--- src/rtl/dct_2d_sequencer_if.sv ---
`default_nettype none
// ============================================================================
// Module      : dct_2d_sequencer_if
// Description : Handshake, core-address and buffer-address bundle between the
//               2-D DCT sequencer, its 1-D core, buffers and upstream control.
// Revision    : 1.0 - initial release
// ============================================================================
interface dct_2d_sequencer_if;
    logic       start;
    logic       abort;
    logic       busy;
    logic       done;
    logic       core_nreset;
    logic [2:0] core_fetch_addr;
    logic [2:0] core_result_addr;
    logic       core_result_wren;
    logic [5:0] src_raddr;
    logic       src_sel;
    logic [5:0] dst_waddr;
    logic       dst_sel;
    logic       dst_wren;
    logic       pass;
    logic [2:0] vector_idx;

    modport master (
        output start, abort, core_fetch_addr, core_result_addr, core_result_wren,
        input  busy, done, core_nreset, src_raddr, src_sel, dst_waddr, dst_sel,
               dst_wren, pass, vector_idx
    );

    modport slave (
        input  start, abort, core_fetch_addr, core_result_addr, core_result_wren,
        output busy, done, core_nreset, src_raddr, src_sel, dst_waddr, dst_sel,
               dst_wren, pass, vector_idx
    );
endinterface
`default_nettype wire

--- src/rtl/dct_2d_sequencer.sv ---
`default_nettype none
// ============================================================================
// Module      : dct_2d_sequencer
// Description : Drives one 1-D DCT core through 8 row + 8 column vectors with
//               transposed buffer addressing. Optional cycle counter enabled
//               by defining DCT2D_SEQ_CYCLE_COUNT_EN.
// Revision    : 1.0 - initial release
// ============================================================================
module dct_2d_sequencer #(
    parameter int CORE_RESET_CYCLES = 2,
    parameter int WRITES_PER_VECTOR = 8,
    parameter int DRAIN_CYCLES      = 1
) (
    input  wire               clk,
    input  wire               rst_n,
`ifdef DCT2D_SEQ_CYCLE_COUNT_EN
    output logic [15:0]       o_cycle_count,
`endif
    dct_2d_sequencer_if.slave bus
);
    localparam int c_DLY_MAX = (CORE_RESET_CYCLES > DRAIN_CYCLES) ? CORE_RESET_CYCLES : DRAIN_CYCLES;
    localparam int c_DLY_W   = $clog2(c_DLY_MAX + 1);
    localparam int c_WCNT_W  = $clog2(WRITES_PER_VECTOR + 1);

    typedef enum logic [2:0] {
        S_IDLE     = 3'd0,
        S_CORE_RST = 3'd1,
        S_RUN      = 3'd2,
        S_DRAIN    = 3'd3,
        S_DONE     = 3'd4
    } state_t;

    state_t              r_state, w_state_nxt;
    logic                r_pass, w_pass_nxt;
    logic [2:0]          r_vec, w_vec_nxt;
    logic [c_WCNT_W-1:0] r_wcnt, w_wcnt_nxt;
    logic [c_DLY_W-1:0]  r_dly, w_dly_nxt;

    always_ff @(posedge clk or negedge rst_n) begin
        if (!rst_n) begin
            r_state <= S_IDLE;
            r_pass  <= 1'b0;
            r_vec   <= 3'd0;
            r_wcnt  <= '0;
            r_dly   <= '0;
        end else begin
            r_state <= w_state_nxt;
            r_pass  <= w_pass_nxt;
            r_vec   <= w_vec_nxt;
            r_wcnt  <= w_wcnt_nxt;
            r_dly   <= w_dly_nxt;
        end
    end

    always_comb begin
        w_state_nxt = r_state;
        w_pass_nxt  = r_pass;
        w_vec_nxt   = r_vec;
        w_wcnt_nxt  = r_wcnt;
        w_dly_nxt   = r_dly;
        case (r_state)
            S_IDLE: begin
                if (bus.start) begin
                    w_state_nxt = S_CORE_RST;
                    w_pass_nxt  = 1'b0;
                    w_vec_nxt   = 3'd0;
                    w_wcnt_nxt  = '0;
                    w_dly_nxt   = '0;
                end
            end
            S_CORE_RST: begin
                if (r_dly == c_DLY_W'(CORE_RESET_CYCLES - 1)) begin
                    w_state_nxt = S_RUN;
                    w_dly_nxt   = '0;
                end else begin
                    w_dly_nxt = r_dly + 1'b1;
                end
            end
            S_RUN: begin
                // The final write is still forwarded; the vector closes on the following edge.
                if (bus.core_result_wren) begin
                    w_wcnt_nxt = r_wcnt + 1'b1;
                    if (r_wcnt == c_WCNT_W'(WRITES_PER_VECTOR - 1)) begin
                        w_state_nxt = S_DRAIN;
                        w_dly_nxt   = '0;
                    end
                end
            end
            S_DRAIN: begin
                if (r_dly == c_DLY_W'(DRAIN_CYCLES - 1)) begin
                    w_dly_nxt  = '0;
                    w_wcnt_nxt = '0;
                    if (r_vec != 3'd7) begin
                        w_vec_nxt   = r_vec + 3'd1;
                        w_state_nxt = S_CORE_RST;
                    end else if (!r_pass) begin
                        w_pass_nxt  = 1'b1;
                        w_vec_nxt   = 3'd0;
                        w_state_nxt = S_CORE_RST;
                    end else begin
                        w_state_nxt = S_DONE;
                    end
                end else begin
                    w_dly_nxt = r_dly + 1'b1;
                end
            end
            S_DONE: begin
                w_state_nxt = S_IDLE;
                w_pass_nxt  = 1'b0;
                w_vec_nxt   = 3'd0;
            end
            default: begin
                w_state_nxt = S_IDLE;
                w_pass_nxt  = 1'b0;
                w_vec_nxt   = 3'd0;
            end
        endcase
        if (bus.abort) begin
            w_state_nxt = S_IDLE;
            w_pass_nxt  = 1'b0;
            w_vec_nxt   = 3'd0;
            w_wcnt_nxt  = '0;
            w_dly_nxt   = '0;
        end
    end

    assign bus.busy        = (r_state != S_IDLE);
    assign bus.done        = (r_state == S_DONE);
    assign bus.core_nreset = (r_state == S_RUN) || (r_state == S_DRAIN);
    assign bus.dst_wren    = bus.core_result_wren && (r_state == S_RUN);
    assign bus.pass        = r_pass;
    assign bus.vector_idx  = r_vec;
    assign bus.src_sel     = r_pass;
    assign bus.dst_sel     = r_pass;
    // Column pass swaps the index halves so pass-0 rows are read back as columns.
    assign bus.src_raddr   = r_pass ? {bus.core_fetch_addr, r_vec}  : {r_vec, bus.core_fetch_addr};
    assign bus.dst_waddr   = r_pass ? {bus.core_result_addr, r_vec} : {r_vec, bus.core_result_addr};

`ifdef DCT2D_SEQ_CYCLE_COUNT_EN
    logic [15:0] r_cycle_count;

    always_ff @(posedge clk or negedge rst_n) begin
        if (!rst_n) begin
            r_cycle_count <= 16'd0;
        end else if ((r_state == S_IDLE) && bus.start && !bus.abort) begin
            r_cycle_count <= 16'd0;
        end else if ((r_state != S_IDLE) && (r_cycle_count != 16'hffff)) begin
            r_cycle_count <= r_cycle_count + 16'd1;
        end
    end

    assign o_cycle_count = r_cycle_count;
`endif
endmodule
`default_nettype wire

--- src/flat_wrapper.sv ---
// flat-port wrapper written by rule: the top's interface ports become plain ports
module dct_2d_sequencer_flat 
#(
    parameter int CORE_RESET_CYCLES = 2,
    parameter int WRITES_PER_VECTOR = 8,
    parameter int DRAIN_CYCLES      = 1
)
  (clk, rst_n, bus_start, bus_abort, bus_core_fetch_addr, bus_core_result_addr, bus_core_result_wren, bus_busy, bus_done, bus_core_nreset, bus_src_raddr, bus_src_sel, bus_dst_waddr, bus_dst_sel, bus_dst_wren, bus_pass, bus_vector_idx);
  dct_2d_sequencer_if bus_i ();
  input  wire clk;
  input  wire rst_n;
  input wire logic [$bits(bus_i.start)-1:0] bus_start;
  input wire logic [$bits(bus_i.abort)-1:0] bus_abort;
  input wire logic [$bits(bus_i.core_fetch_addr)-1:0] bus_core_fetch_addr;
  input wire logic [$bits(bus_i.core_result_addr)-1:0] bus_core_result_addr;
  input wire logic [$bits(bus_i.core_result_wren)-1:0] bus_core_result_wren;
  output wire logic [$bits(bus_i.busy)-1:0] bus_busy;
  output wire logic [$bits(bus_i.done)-1:0] bus_done;
  output wire logic [$bits(bus_i.core_nreset)-1:0] bus_core_nreset;
  output wire logic [$bits(bus_i.src_raddr)-1:0] bus_src_raddr;
  output wire logic [$bits(bus_i.src_sel)-1:0] bus_src_sel;
  output wire logic [$bits(bus_i.dst_waddr)-1:0] bus_dst_waddr;
  output wire logic [$bits(bus_i.dst_sel)-1:0] bus_dst_sel;
  output wire logic [$bits(bus_i.dst_wren)-1:0] bus_dst_wren;
  output wire logic [$bits(bus_i.pass)-1:0] bus_pass;
  output wire logic [$bits(bus_i.vector_idx)-1:0] bus_vector_idx;
  assign bus_i.start = bus_start;
  assign bus_i.abort = bus_abort;
  assign bus_i.core_fetch_addr = bus_core_fetch_addr;
  assign bus_i.core_result_addr = bus_core_result_addr;
  assign bus_i.core_result_wren = bus_core_result_wren;
  assign bus_busy = bus_i.busy;
  assign bus_done = bus_i.done;
  assign bus_core_nreset = bus_i.core_nreset;
  assign bus_src_raddr = bus_i.src_raddr;
  assign bus_src_sel = bus_i.src_sel;
  assign bus_dst_waddr = bus_i.dst_waddr;
  assign bus_dst_sel = bus_i.dst_sel;
  assign bus_dst_wren = bus_i.dst_wren;
  assign bus_pass = bus_i.pass;
  assign bus_vector_idx = bus_i.vector_idx;
  dct_2d_sequencer #(.CORE_RESET_CYCLES(CORE_RESET_CYCLES), .WRITES_PER_VECTOR(WRITES_PER_VECTOR), .DRAIN_CYCLES(DRAIN_CYCLES)) u_core (.clk(clk), .rst_n(rst_n), .bus(bus_i));
endmodule
--- config.mk ---
export PLATFORM = sky130hd
export DESIGN_NAME = dct_2d_sequencer_flat
export DESIGN_NICKNAME = d
export VERILOG_FILES = /design/src/rtl/dct_2d_sequencer_if.sv /design/src/rtl/dct_2d_sequencer.sv /design/src/flat_wrapper.sv
export SDC_FILE = /design/constraint.sdc
export NUM_CORES = 1
export LEC_CHECK = 0
export BUFFER_PORTS_ARGS = -buffer_cell sky130_fd_sc_hd__buf_2
export CAP_MARGIN = 20
export CORE_MARGIN = 5
export CORE_UTILIZATION = 49
export DETAILED_ROUTE_END_ITERATION = 10
export GPL_ROUTABILITY_DRIVEN = 0
export PLACE_DENSITY = 0.87
export SLEW_MARGIN = 20
export SYNTH_ARGS = -nofsm -noshare
export SYNTH_HDL_FRONTEND = slang
export SYNTH_SLANG_ARGS = --single-unit
--- constraint.sdc ---
create_clock -name clk -period 2.09 [get_ports clk]
set_input_delay 0.418 -clock clk [delete_from_list [all_inputs] [get_ports clk]]
set_output_delay 0.418 -clock clk [all_outputs]
set_load 0.01 [all_outputs]
==> results of run 1 <==
[worst max-delay path, cell delays in order, from the launching register on]
cell                      delay (ns)
sky130_fd_sc_hd__dfrtp_1        0.60
sky130_fd_sc_hd__and2b_1        0.24
sky130_fd_sc_hd__and3b_1        0.18
sky130_fd_sc_hd__buf_2          0.13
[power breakdown]
group / internal (mW) / total [mW] / switching, mW
clock network: 0.0741 / 0.153 / 0.0793
logic: 0.190 / 0.364 / 0.174
registers: 0.288 / 0.388 / 0.100
[cells by family after synthesis]
family / Yosys count / synth area share [%]
AO/OA/AOI/OAI: 29 / 20.2
multiplexers: 2 / 2.64
flip-flops: 13 / 32.7
adder cells (fa/ha/maj): 6 / 7.56
buffers and inverters: 18 / 8.82
AND/OR/NAND/NOR: 49 / 28.1
[cells in the final DEF (no fill, tap or decap), types with 2 or more instances in the layout]
master / instances
sky130_fd_sc_hd__a21oi_1: 3
sky130_fd_sc_hd__a31oi_1: 3
sky130_fd_sc_hd__a32o_1: 3
sky130_fd_sc_hd__and3b_1: 3
sky130_fd_sc_hd__buf_2: 32
sky130_fd_sc_hd__clkbuf_4: 3
sky130_fd_sc_hd__dfrtp_1: 13
sky130_fd_sc_hd__ha_1: 6
sky130_fd_sc_hd__inv_1: 11
sky130_fd_sc_hd__nand2_1: 19
sky130_fd_sc_hd__nand2b_1: 4
sky130_fd_sc_hd__nand3_1: 2
sky130_fd_sc_hd__nand3b_1: 2
sky130_fd_sc_hd__nor2_1: 6
sky130_fd_sc_hd__nor3_1: 3
sky130_fd_sc_hd__nor3b_1: 2
sky130_fd_sc_hd__o21ai_0: 10
[sequential cells by signal, indices dropped and copies added (netlist names)]
| signal | flops |
|---|---|
| u_core.r_dly | 2 |
| u_core.bus.vector_idx | 3 |
| u_core.r_state | 3 |
| u_core.r_wcnt | 4 |
| u_core.bus.dst_sel | 1 |
[Yosys cell counts (all sizes together), types with 2 or more instances]
| library cell | n |
|---|---|
| nand2 | 19 |
| dfrtp | 13 |
| inv | 11 |
| o21ai | 11 |
| ha | 6 |
| nor2 | 6 |
| buf | 5 |
| nand2b | 4 |
| a21oi | 3 |
| a31oi | 3 |
| a32o | 3 |
| and3b | 3 |
| nor3 | 3 |
| clkbuf | 2 |
| mux2 | 2 |
| nand3 | 2 |
| nand3b | 2 |
| nor3b | 2 |
[cell type report]
cell class                 count  area, µm²  area share, %
sequential                    13        325           27.9
inverter                      11       41.3           3.54
clock buffer                   4       26.3           2.25
multi-input combinational     86        581           49.7
tap                           27       33.8           2.89
timing repair buffer          32        160           13.7
[metal layers]
metal	global-route usage, %	vias to the layer above
li1	-	466
met1	18.5	422
met2	30.5	27
met3	4.29	2
met4	4.86	0
met5	0	-
[through the flow]
stage / instances / util (%) / setup WS, ns / instance area [µm²]
floorplan: 117 / - / 0.511 / 993
global placement: 169 / 58.8 / 0.414 / 1140
detailed placement: 169 / 58.8 / 0.322 / 1140
CTS: 173 / 60.1 / 0.250 / 1170
global route: 173 / 60.1 / 0.153 / 1170
finish: 173 / 60.1 / 0.246 / 1170
[how the worst max path moves through the flow]
stage | cells past startpoint | from | endpoint | slack (ns)
2_1_floorplan | 4 | u_core.bus.dst_sel | bus_dst_waddr[2] | 0.51
3_3_place_gp | 4 | u_core.r_state[0] | u_core.r_state[0] | 0.41
3_5_place_dp | 4 | u_core.r_state[0] | u_core.r_state[0] | 0.32
4_1_cts | 3 | u_core.r_state[1] | bus_dst_wren | 0.25
5_1_grt | 3 | u_core.r_state[1] | bus_dst_wren | 0.15
6_report | 3 | u_core.r_state[1] | bus_dst_wren | 0.25
==> parameters.txt, run 1 <==
Parameter                              Value

Route
  Count of unresolved DRC violations after routing ... 0
  Via count of the routed design ... 917
  Drt total wl ... 2330 µm
  Routed metal-1 wire length ... 941 µm
  Initial drt markers ... 9
  Detailed-routing iteration count for the pre-antenna-repair pass ... 4
  Antenna Violating Nets Remaining ... 0
  Uppermost layer routed ... met4
  Met2 layer wire length in the routed design ... 1220 µm
  Drt wl/cell ... 13.5 µm
  Wire length on met3 ... 139 µm
  Average vias per placed instance ... 5.30

Yosys
  Synth Register Bits ... 13
  Number of enable flip-flop cells after synthesis ... 0
  Net count of the mapped netlist ... 134
  Average cell area after synthesis ... 8.49 µm²
  Count of yosys warnings during synthesis ... 0
  Most area-hungry cell type in the Yosys netlist ... sky130_fd_sc_hd__dfrtp_1
  Area share of the largest cell type after synthesis ... 32.7%
  Syn Inst Count ... 117
  Total standard cell area after synthesis ... 993 µm²
  Async S/R FF share, synth ... 100%
  Distinct cell type count after synthesis ... 39
  Sequential-to-total area share from yosys stat ... 32.7%
  Largest cells by area after synthesis ... sky130_fd_sc_hd__dfrtp_1, sky130_fd_sc_hd__ha_1, sky130_fd_sc_hd__nand2_1
  Most used DFF post-synth ... sky130_fd_sc_hd__dfrtp_1

Worst setup path
  Setup CP Type ... reg2out
  Worst setup slack for register-to-register paths ... 0.30 ns
  Reg2reg path depth ... 4
  Critical path launch point type ... flip-flop
  R2R Path Start ... u_core.r_state[0]
  Arrival time at the worst endpoint ... 1.43 ns
  Crit end category ... primary output
  Highest fanout seen on the critical path ... 14
  Capture instance of the worst register-to-register path ... u_core.r_state[0]
  Worst endpoint required time ... 1.67 ns

STA
  Hold_ws ... 0.0151 ns
  Fin crit period ... 1.84 ns
  Sum of negative setup slack ... 0 ns
  Total setup violations reported at the end of the flow ... 0
  Max-slew violation count ... 0
  Max-Slew Margin vs Limit ... 63.3%
  Setup repair after global routing missed its margin ... false
  Max Freq ... 0.542 GHz
  Final Hold Viols ... 0
  Measured slew at the worst slew-check pin ... 0.550 ns
  Skew final ... 0.000589 ns
  Post-route clock period utilization ... 88.2%

CTS
  Resized cells post-CTS ... 0
  Buffer type at the clock tree root ... sky130_fd_sc_hd__clkbuf_4
  Clock latency on the worst-skew pair ... 0.27 ns
  TritonCTS clock tree ... yes
  Htree depth ... 1
  Postcts setup bufs ... 0
  Num CTS Buffers ... 3
  Sinks on the clock net ... 13
  Quantity of hold-fixing buffers added after cts ... 0
  Maximum clock insertion buffer count ... 2
  Clock-pin slew on the worst setup and hold paths ... 0.07 ns

Floorplan
  Standard-cell rows ... 16
  I/O pin count ... 33
  Die H ... 55.0 µm
  Core Region ... 1940 µm²
  Area of the die ... 3030 µm²
  Die Span X ... 55.0 µm
  Initial core utilization ... 51.2%

Worst hold path
  Worst Hold Class ... in2async

Run
  Max-capacitance violation count ... 0

Global routing
  Global route overflow ... 0
  Antenna violations before repair ... 0
  Number of global-route vias before repair ... 864
  Wire length of the first global-routing pass ... 3640 µm
  Tot GR Track Use ... 16.6%
  Maximum number of pins on one net before global-route repair ... 24

Placed design
  Post-detailed-placement half-perimeter wirelength ... 1830 µm
  Port Buffer Count ... 32

Outcome
  Status ... completed

Power and ir drop
  PD cells ... 776 nW/µm²
  Static power due to leakage ... 0.620 nW
  Final Power ... 906 µW
  Largest vdd supply drop ... 0.595 mV

Layout
  Area overhead of the layout relative to synthesis ... 17.5%
  Fill count ... 178
  Fraction of layout cells with a size suffix above 1 ... 28.1%
  Ant diodes ... 0
  Number of nets in the final layout ... 164
(Power assumes the default switching activity.)
==> run 2, diff against run 1 <==
--- a/config.mk
+++ b/config.mk
@@ -7,11 +7,14 @@
 export LEC_CHECK = 0
 export BUFFER_PORTS_ARGS = -buffer_cell sky130_fd_sc_hd__buf_2
 export CAP_MARGIN = 20
+export CELL_PAD_IN_SITES_DETAIL_PLACEMENT = 1
+export CELL_PAD_IN_SITES_GLOBAL_PLACEMENT = 1
 export CORE_MARGIN = 5
-export CORE_UTILIZATION = 49
+export CORE_UTILIZATION = 36
 export DETAILED_ROUTE_END_ITERATION = 10
 export GPL_ROUTABILITY_DRIVEN = 0
-export PLACE_DENSITY = 0.87
+export HOLD_SLACK_MARGIN = 0.1
+export PLACE_DENSITY = 0.88
 export SLEW_MARGIN = 20
 export SYNTH_ARGS = -nofsm -noshare
 export SYNTH_HDL_FRONTEND = slang
==> parameters.txt, run 2 (synthesis results as in run 1) <==
Parameter                              Value

Outcome
  Status ... completed

CTS
  Clock latency on the worst-skew pair ... 0.28 ns
  Sinks on the clock net ... 13
  Htree depth ... 1
  Num CTS Buffers ... 3
  Maximum clock insertion buffer count ... 2
  TritonCTS clock tree ... yes
  Buffer type at the clock tree root ... sky130_fd_sc_hd__clkbuf_4
  Clock-pin slew on the worst setup and hold paths ... 0.09 ns
  Postcts setup bufs ... 0

Layout
  Area overhead of the layout relative to synthesis ... 19.1%
  Most common library cell in the layout ignoring fill and taps ... sky130_fd_sc_hd__buf_2
  Ant diodes ... 0
  Most used cells in the layout excluding fill and tap cells ... sky130_fd_sc_hd__buf_2, sky130_fd_sc_hd__nand2_1, sky130_fd_sc_hd__dfrtp_1
  Register ranked first by flip-flop count ... u_core.r_wcnt
  Fin util ... 43.7%
  Flip-flop count of the largest register after layout ... 4
  Fill count ... 356
  Fraction of layout cells with a size suffix above 1 ... 28.6%
  Number of nets in the final layout ... 165
  Seq. cell area ... 325 µm²
  Multi-input combinational cell area ... 581 µm²

Power and ir drop
  Static power due to leakage ... 0.627 nW
  Largest vdd supply drop ... 0.557 mV
  Final Power ... 936 µW
  PD cells ... 791 nW/µm²

Worst setup path
  Worst endpoint required time ... 1.67 ns
  Highest fanout seen on the critical path ... 14
  Setup CP Type ... reg2out
  Crit end category ... primary output
  Critical path launch point type ... flip-flop
  Arrival time at the worst endpoint ... 1.45 ns

STA
  Post-route clock period utilization ... 89.4%
  Max Freq ... 0.535 GHz
  Max-Slew Margin vs Limit ... 62.1%
  Total setup violations reported at the end of the flow ... 0
  Skew final ... 0.00469 ns
  Final Hold Viols ... 0
  Setup ws final ... 0.222 ns
  Max-slew violation count ... 0
  Measured slew at the worst slew-check pin ... 0.568 ns
  Setup repair after global routing missed its margin ... false
  Fin crit period ... 1.87 ns
  Sum of negative setup slack ... 0 ns

Global routing
  Global route overflow ... 0
  Maximum number of pins on one net before global-route repair ... 24
  Antenna violations before repair ... 0
  Wire length of the first global-routing pass ... 4730 µm
  Number of global-route vias before repair ... 1,031
  Tot GR Track Use ... 14.4%

Route
  Wire length on met3 ... 112 µm
  Antenna Violating Nets Remaining ... 0
  Via count of the routed design ... 957
  Drt total wl ... 2710 µm
  Drt wl/cell ... 15.2 µm
  Initial drt markers ... 20
  Met2 layer wire length in the routed design ... 1510 µm
  Average vias per placed instance ... 5.38
  Routed metal-1 wire length ... 1080 µm
  Detailed-routing iteration count for the pre-antenna-repair pass ... 3
  Count of unresolved DRC violations after routing ... 0
  Uppermost layer routed ... met3

Floorplan
  Area of the die ... 3910 µm²
  Standard-cell rows ... 19
  Die H ... 62.5 µm
  Initial core utilization ... 36.7%
  Die Span X ... 62.5 µm
  I/O pin count ... 33
  Core Region ... 2710 µm²

Worst hold path
  Worst Hold Class ... in2reg

Placed design
  Post-Place Setup Slack ... 0.298 ns
  Post-detailed-placement half-perimeter wirelength ... 2210 µm
  Port Buffer Count ... 32

Run
  Max-capacitance violation count ... 0
==> run 2: cell count changes in the layout (fill, tap and decap cells not counted) <==
cell	before	now
sky130_fd_sc_hd__clkinv_2	0	1
sky130_fd_sc_hd__clkbuf_1	1	0
sky130_fd_sc_hd__dlygate4sd3_1	0	1
==> run 2: cell type report <==
cell class	count	share of cell area, %
clock inverter	1	0.423
tap	31	3.28
multi-input combinational	86	49.0
inverter	11	3.49
timing repair buffer	33	14.4
clock buffer	3	1.90
sequential	13	27.5
==> run 2: timing repair <==
action	CTS	global route
gates resized for setup	0	0
hold endpoints to repair	13	0
hold buffers	1	0
==> run 2: power by group <==
| part | leakage [nW] | switching, mW | internal [mW] |
|---|---|---|---|
| logic | 0.432 | 0.191 | 0.192 |
| clock network | 0.0177 | 0.0917 | 0.0710 |
| registers | 0.177 | 0.102 | 0.288 |
==> run 2: path summary, 6_finish.rpt <==
path	from	to	slack (ns)	cells past startpoint
min in group asynchronous	rst_n	u_core.r_wcnt[1]	0.54	2
max reg2reg	u_core.r_state[0]	u_core.r_state[0]	0.28	4
min reg2reg	u_core.r_wcnt[3]	u_core.r_wcnt[3]	0.52	1
max	u_core.r_state[1]	bus_dst_wren	0.22	3
max in group asynchronous	rst_n	u_core.bus.vector_idx[0]	1.32	2
min	bus_core_result_wren	u_core.r_wcnt[0]	0.52	3
==> run 2: routing by layer <==
| layer | up-vias | global-route usage [%] |
|---|---|---|
| li1 | 465 | - |
| met3 | 0 | 2.52 |
| met4 | 0 | 3.18 |
| met1 | 475 | 15.0 |
| met2 | 17 | 29.1 |
| met5 | - | 0 |
==> run 2: per-stage QoR <==
step	std cells	cell area, µm²	hold WS, ns
2_1_floorplan	117	993	0.122
3_3_place_gp	173	1150	0.316
3_5_place_dp	173	1150	0.326
4_1_cts	178	1180	0.526
5_1_grt	178	1180	0.547
6_report	178	1180	0.525
==> run 2: worst max-delay path, stage by stage, from the launching register on <==
cell and delay, ns:
sky130_fd_sc_hd__dfrtp_1 0.62, sky130_fd_sc_hd__and2b_1 0.25, sky130_fd_sc_hd__and3b_1 0.17, sky130_fd_sc_hd__buf_2 0.12
==> run 3, diff against run 2 <==
--- a/config.mk
+++ b/config.mk
@@ -15,6 +15,7 @@
 export GPL_ROUTABILITY_DRIVEN = 0
 export HOLD_SLACK_MARGIN = 0.1
 export PLACE_DENSITY = 0.88
+export RECOVER_POWER = 25
 export SLEW_MARGIN = 20
 export SYNTH_ARGS = -nofsm -noshare
 export SYNTH_HDL_FRONTEND = slang
==> parameters.txt, run 3 (synthesis results as in run 1) <==
Parameter                              Value

Route
  Via count of the routed design ... 956
  Average vias per placed instance ... 5.37
  Detailed-routing iteration count for the pre-antenna-repair pass ... 3
  Drt wl/cell ... 15.2 µm
  Drt total wl ... 2710 µm
  Initial drt markers ... 20
  Count of unresolved DRC violations after routing ... 0
  Antenna Violating Nets Remaining ... 0

CTS
  TritonCTS clock tree ... yes
  Resized cells post-CTS ... 0
  Htree depth ... 1
  Postcts setup bufs ... 0
  Clock-pin slew on the worst setup and hold paths ... 0.09 ns
  Buffer type at the clock tree root ... sky130_fd_sc_hd__clkbuf_4
  Num CTS Buffers ... 3
  Quantity of hold-fixing buffers added after cts ... 1
  Maximum clock insertion buffer count ... 2
  Clock latency on the worst-skew pair ... 0.28 ns
  Sinks on the clock net ... 13

Floorplan
  Core Region ... 2710 µm²
  Die H ... 62.5 µm
  Die Span X ... 62.5 µm
  Area of the die ... 3910 µm²
  Standard-cell rows ... 19
  I/O pin count ... 33
  Initial core utilization ... 36.7%

Power and ir drop
  Static power due to leakage ... 0.625 nW
  Internal Dissipation ... 551 µW
  Logic gate share of total power ... 41.0%
  Share of power burned in the clock network ... 17.3%
  Largest vdd supply drop ... 0.557 mV
  PD cells ... 791 nW/µm²
  Share of total power in sequential cells ... 41.7%
  Final Power ... 936 µW
  Switching Fraction ... 41.1%
  Switching Power ... 385 µW

Layout
  Fin util ... 43.6%
  Flip-flop count of the largest register after layout ... 4
  Most common library cell in the layout ignoring fill and taps ... sky130_fd_sc_hd__buf_2
  Area overhead of the layout relative to synthesis ... 19.0%
  Filler-free cell count of the finished design ... 178
  Most used cells in the layout excluding fill and tap cells ... sky130_fd_sc_hd__buf_2, sky130_fd_sc_hd__nand2_1, sky130_fd_sc_hd__dfrtp_1
  Fraction of layout cells with a size suffix above 1 ... 27.9%
  Fill count ... 355
  Post-route cell area ... 1180 µm²
  Number of nets in the final layout ... 165
  Ant diodes ... 0
  Register ranked first by flip-flop count ... u_core.r_wcnt

STA
  Total setup violations reported at the end of the flow ... 0
  Hold_ws ... 0.525 ns
  Fin crit period ... 1.87 ns
  Post-route clock period utilization ... 89.4%
  Max-Slew Margin vs Limit ... 52.3%
  Measured slew at the worst slew-check pin ... 0.716 ns
  Setup ws final ... 0.222 ns
  Setup repair after global routing missed its margin ... false
  Max Freq ... 0.535 GHz
  Final Hold Viols ... 0
  Max-slew violation count ... 0
  Skew final ... 0.00537 ns
  Sum of negative setup slack ... 0 ns

Placed design
  Port Buffer Count ... 32
  Cell area reported after detailed placement ... 1150 µm²
  Cell total after placement ... 173
  Post-Place Setup Slack ... 0.298 ns
  Post-detailed-placement half-perimeter wirelength ... 2210 µm

Global routing
  Antenna violations before repair ... 0
  Maximum number of pins on one net before global-route repair ... 24
  Wire length of the first global-routing pass ... 4730 µm
  Global route overflow ... 0
  Tot GR Track Use ... 14.4%
  Number of global-route vias before repair ... 1,031

Run
  Max-capacitance violation count ... 0

Worst setup path
  Highest fanout seen on the critical path ... 14
  Worst endpoint required time ... 1.67 ns
  Arrival time at the worst endpoint ... 1.45 ns
  Setup CP Type ... reg2out
  Crit end category ... primary output
  Critical path launch point type ... flip-flop

Outcome
  Status ... completed

Worst hold path
  Worst Hold Class ... in2reg
## run 3: power groups by stage
stage	Sequential [mW]	Combinational, mW	Clock [mW]
2_1_floorplan	0.340	0.310	0
3_3_place_gp	0.382	0.358	0
3_5_place_dp	0.392	0.387	0
4_1_cts	0.387	0.389	0.166
5_1_grt	0.400	0.422	0.184
6_report	0.390	0.383	0.162
## run 3: area by class of cell
type | instances | area, µm² | share of cell area, %
Multi-Input combinational cell | 86 | 581 | 49.1
Sequential cell | 13 | 325 | 27.5
Timing Repair Buffer | 33 | 169 | 14.3
Inverter | 11 | 41.3 | 3.49
Tap cell | 31 | 38.8 | 3.28
Clock buffer | 3 | 22.5 | 1.90
Clock inverter | 1 | 5.00 | 0.423
## run 3: worst max-delay path: stages, from the launching register on
cell and delay (ns):
sky130_fd_sc_hd__dfrtp_1 0.62, sky130_fd_sc_hd__and2b_1 0.25, sky130_fd_sc_hd__and3b_1 0.17, sky130_fd_sc_hd__buf_2 0.12
## run 3: path summary, 6_finish.rpt
| kind | from | end | slack [ns] | cells past startpoint |
|---|---|---|---|---|
| worst min-delay path | bus_core_result_wren | u_core.r_wcnt[0] | 0.52 | 3 |
| worst min register to register | u_core.r_wcnt[3] | u_core.r_wcnt[3] | 0.53 | 1 |
| max in group asynchronous | rst_n | u_core.bus.vector_idx[0] | 0.95 | 2 |
| min in group asynchronous | rst_n | u_core.r_wcnt[1] | 0.69 | 2 |
| worst max register to register | u_core.r_state[0] | u_core.r_state[0] | 0.28 | 4 |
| worst max-delay path | u_core.r_state[1] | bus_dst_wren | 0.22 | 3 |
## run 3: per-layer routing
| layer | up-vias | share of wire [%] | GRT usage [%] |
|---|---|---|---|
| li1 | 465 | - | - |
| met1 | 474 | 40 | 15.0 |
| met2 | 17 | 56 | 29.1 |
| met5 | - | 0 | 0 |
| met3 | 0 | 4.1 | 2.52 |
| met4 | 0 | 0 | 3.18 |
